File: config.mk
export PLATFORM = sky130hd
export DESIGN_NAME = shift_chain_ctrl
export DESIGN_NICKNAME = d
export VERILOG_FILES = /design/src/rtl/shift_chain_pkg.sv /design/src/rtl/shift_chain.sv /design/src/rtl/shift_chain_ctrl.sv
export SDC_FILE = /design/constraint.sdc
export NUM_CORES = 1
export LEC_CHECK = 0
export ABC_AREA = 0
export CORE_UTILIZATION = 35
export DETAILED_ROUTE_END_ITERATION = 10
export MAX_ROUTING_LAYER = met4
export PLACE_DENSITY_LB_ADDON = 0.15
export SETUP_SLACK_MARGIN = 0.3
export SLEW_MARGIN = 40
export SYNTH_ARGS = -nofsm -noshare
export SYNTH_HDL_FRONTEND = slang
export SYNTH_HIERARCHICAL = 1
export SYNTH_SLANG_ARGS = --single-unit
File: constraint.sdc
create_clock -name clk -period 2.8 [get_ports clk]
set_clock_uncertainty 0.05 [all_clocks]
set_input_delay 0.7 -clock clk [delete_from_list [all_inputs] [get_ports clk]]
set_output_delay 0.7 -clock clk [all_outputs]
set_load 0.05 [all_outputs]
File: src/rtl/shift_chain_pkg.sv
// rtl/shift_chain_pkg.sv - shared state encoding and default geometry for the shift chain sequencer
package shift_chain_pkg;

    localparam int CHUNK_DEF = 14;
    localparam int DEPTH_DEF = 50;

    typedef enum logic [1:0] {
        IDLE  = 2'd0,
        FILL  = 2'd1,
        FULL  = 2'd2,
        DRAIN = 2'd3
    } state_t;

endpackage

File: src/rtl/shift_chain.sv
// rtl/shift_chain.sv - wide chunked right-shift register, new chunks enter at the MSB end
module shift_chain
    import shift_chain_pkg::*;
#(
    parameter int CHUNK = CHUNK_DEF,
    parameter int DEPTH = DEPTH_DEF
) (
    input  logic             clk,
    input  logic             rst_n,
    input  logic             shift_en,
    input  logic [CHUNK-1:0] shift_in,
    output logic [CHUNK-1:0] tail
);

    localparam int W = CHUNK * DEPTH;

    logic [W-1:0] data;

    // One chunk-wide right shift per enabled cycle; the oldest chunk sits at the tail
    always_ff @(posedge clk or negedge rst_n) begin
        if (!rst_n) begin
            data <= '0;
        end else if (shift_en) begin
            data <= {shift_in, data[W-1:CHUNK]};
        end
    end

    assign tail = data[CHUNK-1:0];

endmodule

File: src/rtl/shift_chain_ctrl.sv
// rtl/shift_chain_ctrl.sv - fill/hold/drain sequencer around the shift chain storage
module shift_chain_ctrl
    import shift_chain_pkg::*;
#(
    parameter int CHUNK = CHUNK_DEF,
    parameter int DEPTH = DEPTH_DEF,
    parameter int CW    = $clog2(DEPTH + 1)
) (
    input  logic             clk,
    input  logic             rst_n,
    input  logic             fill_req,
    input  logic             drain_req,
    input  logic             abort,
    input  logic [CHUNK-1:0] in_data,
    input  logic             in_valid,
    output logic             in_ready,
    output logic [CHUNK-1:0] out_data,
    output logic             out_valid,
    input  logic             out_ready,
    output logic             busy,
    output logic             full,
    output logic             done,
    output logic [CW-1:0]    beat_count
);

    localparam logic [CW-1:0] LAST_BEAT  = CW'(DEPTH - 1);
    localparam logic [CW-1:0] FULL_COUNT = CW'(DEPTH);

    state_t           state;
    logic             in_hs;
    logic             out_hs;
    logic             shift_en;
    logic [CHUNK-1:0] shift_in;

    // Abort gates both handshakes off so the abort cycle never shifts the chain
    assign in_ready  = (state == FILL)  && !abort;
    assign out_valid = (state == DRAIN) && !abort;
    assign in_hs     = in_valid && in_ready;
    assign out_hs    = out_valid && out_ready;

    // Fill shifts in the stream data; drain backfills with zeros so an emptied chain reads zero
    assign shift_en = in_hs || out_hs;
    assign shift_in = (state == FILL) ? in_data : '0;

    assign busy = (state == FILL) || (state == DRAIN);
    assign full = (state == FULL);

    // Phase sequencing, beat counting and the registered completion pulse
    always_ff @(posedge clk or negedge rst_n) begin
        if (!rst_n) begin
            state      <= IDLE;
            beat_count <= '0;
            done       <= 1'b0;
        end else begin
            done <= 1'b0;
            if (abort) begin
                state      <= IDLE;
                beat_count <= '0;
            end else begin
                case (state)
                    IDLE: begin
                        if (fill_req) begin
                            state      <= FILL;
                            beat_count <= '0;
                        end
                    end
                    FILL: begin
                        if (in_hs) begin
                            if (beat_count == LAST_BEAT) begin
                                state      <= FULL;
                                beat_count <= FULL_COUNT;
                                done       <= 1'b1;
                            end else begin
                                beat_count <= beat_count + 1'b1;
                            end
                        end
                    end
                    FULL: begin
                        // Drain wins over an overwrite fill when both are requested
                        if (drain_req) begin
                            state      <= DRAIN;
                            beat_count <= '0;
                        end else if (fill_req) begin
                            state      <= FILL;
                            beat_count <= '0;
                        end
                    end
                    DRAIN: begin
                        if (out_hs) begin
                            if (beat_count == LAST_BEAT) begin
                                state      <= IDLE;
                                beat_count <= '0;
                                done       <= 1'b1;
                            end else begin
                                beat_count <= beat_count + 1'b1;
                            end
                        end
                    end
                    default: begin
                        state      <= IDLE;
                        beat_count <= '0;
                    end
                endcase
            end
        end
    end

    shift_chain #(
        .CHUNK (CHUNK),
        .DEPTH (DEPTH)
    ) u_chain (
        .clk      (clk),
        .rst_n    (rst_n),
        .shift_en (shift_en),
        .shift_in (shift_in),
        .tail     (out_data)
    );

endmodule

==> flow_metrics.env <==
export IMPL_ys_types=40
export IMPL_utilization_pct=41.45
export IMPL_min_period_ns=2.424
export IMPL_numCtsBuffers=79
export IMPL_ant_nets=0
export IMPL_critPathSlowestCell="clkdlybuf4s50_1"
export IMPL_clk_pin_slew_worst_paths_ns=0.06
export IMPL_seq_power_share_pct=48.4
export IMPL_status="finished, final reports clean"
export IMPL_grt_usage_pct=10.94
export IMPL_path_cells="clkdlybuf4s50_1 > nand2b_2 > nor2_2 > buf_12"
export IMPL_syn_area_sq_um=27100
export IMPL_start_util_pct=35.50
export IMPL_clk_latency_ns=0.62
export IMPL_boundaryPins=46
export IMPL_cp_data_required_time_ns=2.05
export IMPL_synth_top_area_share_pct=65.47
export IMPL_cts_sinks=709
export IMPL_die_x_um=280.3
export IMPL_slew_violations=0
export IMPL_tritoncts="built"
export IMPL_wire_per_inst_um=13.99
export IMPL_overflow=0
export IMPL_crit_fanout=4
export IMPL_yosys_warnings=6
export IMPL_root_buffer="clkbuf_16"
export IMPL_worst_slew_pin_slew_ns=0.5566
export IMPL_grt_pass1_vias=13689
export IMPL_grt_setup_unrepaired="no"
export IMPL_ys_seq_area_share_pct=65.47
export IMPL_grt_pass1_wl_um=69850
export IMPL_totalPowerFinal_mw=22.35
export IMPL_maxCapViolations=0
export IMPL_power_frac_comb_pct=4.6
export IMPL_die_area_sq_um=78540
export IMPL_swShare_pct=21.58
export IMPL_post_route_drc_count=0
export IMPL_drive_above_1_share_pct=53.37
export IMPL_synth_area_top_cells="dfrtp_1, mux2_2, buf_6"
export IMPL_grt_max_degree=80
export IMPL_firstDrtPassIters=4
export IMPL_fill_cells=6943
export IMPL_final_common_cell="dfrtp_1"
export IMPL_yosys_area_top_type="dfrtp_1"
export IMPL_die_h_um=280.3
export IMPL_fmax_mhz=412.6
export IMPL_final_cell_mix="dfrtp_1, mux2_2, clkbuf_16"
export IMPL_worstSetupPathType="in2out"
export IMPL_avgSynthCellArea_sq_um=17.23
export IMPL_p_leak_nw=15.90
export IMPL_start_kind="input pin"
export IMPL_placementRows=101
export IMPL_clk_path_buf_depth=3
export IMPL_syn_to_final_growth_pct=16.75
export IMPL_port_buffers=45
export IMPL_final_hold_violation_count=0
export IMPL_crit_arrival_ns=1.67
export IMPL_intPower_mw=17.52
export IMPL_viasPerCell=4.509
export IMPL_setup_viol=0
export IMPL_peakVddDrop_v=0.0004143
export IMPL_syn_nets=1596
export IMPL_hpwl_um=23710
export IMPL_cts_max_level=3
export IMPL_vias=12549
export IMPL_p_sw_mw=4.823
export IMPL_fin_crit_sh_pct=86.56
export IMPL_antenna_found_initial=0
export IMPL_hp_class="reg2reg"
export IMPL_gp_congestion=0.7158
export IMPL_pwr_density_cell_nw_per_um2=706.4
export IMPL_cpPeakStageDelay_ns=0.41
export IMPL_crit_path_end_kind="primary output"
export IMPL_routed_wl_um=38920
export IMPL_fin_nets=1711
export IMPL_drtIter0Drc=440
export IMPL_coreArea_sq_um=76330
export IMPL_ys_seq_elements=709
export IMPL_synth_cells=1573
export IMPL_relSlewSlack_pct=63.04
export IMPL_finalSetupTns_ns=0
export IMPL_clkPwrFrac_pct=47.0
==> final timing paths <==
check | from | to | slack, ns | cells after the start
hold reg to reg | u_chain/data[313] | u_chain/data[299] | 0.43 | 1
setup / recovery | abort | in_ready | 0.38 | 4
setup reg to reg | state[0] | u_chain/data[248] | 0.82 | 6
hold / removal | u_chain/data[313] | u_chain/data[299] | 0.43 | 1
max in group asynchronous | rst_n | u_chain/data[583] | 1.25 | 4
min in group asynchronous | rst_n | u_chain/data[261] | 0.56 | 2
==> final cells by class <==
cell class	count	area, sq um	area share [%]
Antenna cell	1	2.502	0.007910
Clock buffer	113	2306	7.289
Clock inverter	32	417.9	1.321
Inverter	2	7.507	0.02373
Multi-Input combinational cell	765	8353	26.40
Sequential cell	709	17740	56.09
Tap cell	1030	1289	4.073
Timing Repair Buffer	131	1518	4.797
==> through the flow <==
step	setup WS, ns	instance area (sq um)	instances	hold slack, ns
2_1_floorplan	0.4942	27100	1573	0.3544
3_3_place_gp	0.07695	28920	2636	0.4338
3_5_place_dp	0.07342	28920	2636	0.4344
4_1_cts	0.08840	31630	2782	0.4319
5_1_grt	0.3038	31640	2782	0.4490
6_report	0.3763	31640	2783	0.4304
==> registers in the layout, indices dropped and copies added (netlist names) <==
signal,cells
beat_count,6
done,1
state,2
u_chain/data,700
==> per-layer routing <==
metal / vias to the layer above / global-route usage [%] / routed length (um)
met5: - / - / 0
met4: 0 / 3.895 / 963
met3: 78 / 2.490 / 1369
met2: 117 / 16.36 / 18050
met1: 6574 / 14.56 / 18540
li1: 5780 / - / -
==> synthesized netlist by cell type, drive strengths merged <==
cell type	count
xor2	1
or2	1
o22ai	2
a31oi	1
a22o	1
ha	2
nor2b	1
and3	1
nand4b	2
nand2b	2
buf	94
nand3b	1
nand4	1
nor2	7
a221o	2
dfrtp	709
a21oi	4
a211oi	1
nor4b	1
o311a	1
clkbuf	3
inv	2
nor3b	1
a21o	1
and2b	1
o211a	1
nand3	4
nor3	2
o21ai	1
a211o	1
mux2	701
and2	14
nand2	5
mux2i	1
==> critical path, delay by kind of cell <==
| kind | cells | cell delay (ns) |
|---|---|---|
| AND/OR/NAND/NOR | 2 | 0.41 |
| buffers and inverters | 2 | 0.56 |
==> cell families after synthesis <==
group	Yosys count	share of synthesized area [%]
fa+ha+maj	2	0.09233
mux	702	29.18
simple gates	44	0.9882
flops	709	65.47
xor+xnor	1	0.03233
compound gates	16	0.4756
buf+inv	99	3.758
==> power by group through the flow <==
stage | Clock (mW) | Sequential, mW | Combinational (mW)
after global routing | 11.4 | 10.9 | 1.16
after floorplan | 0 | 10.9 | 0.684
after CTS | 10.9 | 10.8 | 1.07
after detailed placement | 0 | 11.0 | 1.07
after global placement | 0 | 11.0 | 1.05
final | 10.5 | 10.8 | 1.04
==> repair_timing <==
action                                  in CTS  in global routing
endpoints found under the hold margin       24                  0
pin swaps                                    0                  0
resized for setup                           28                  8
hold buffers                                 1                  0
setup buffers                                0                  0
endpoints found under the setup margin      25                  4
gates cloned                                 0                  0
No activity file was read; power rests on OpenSTA's default activity.
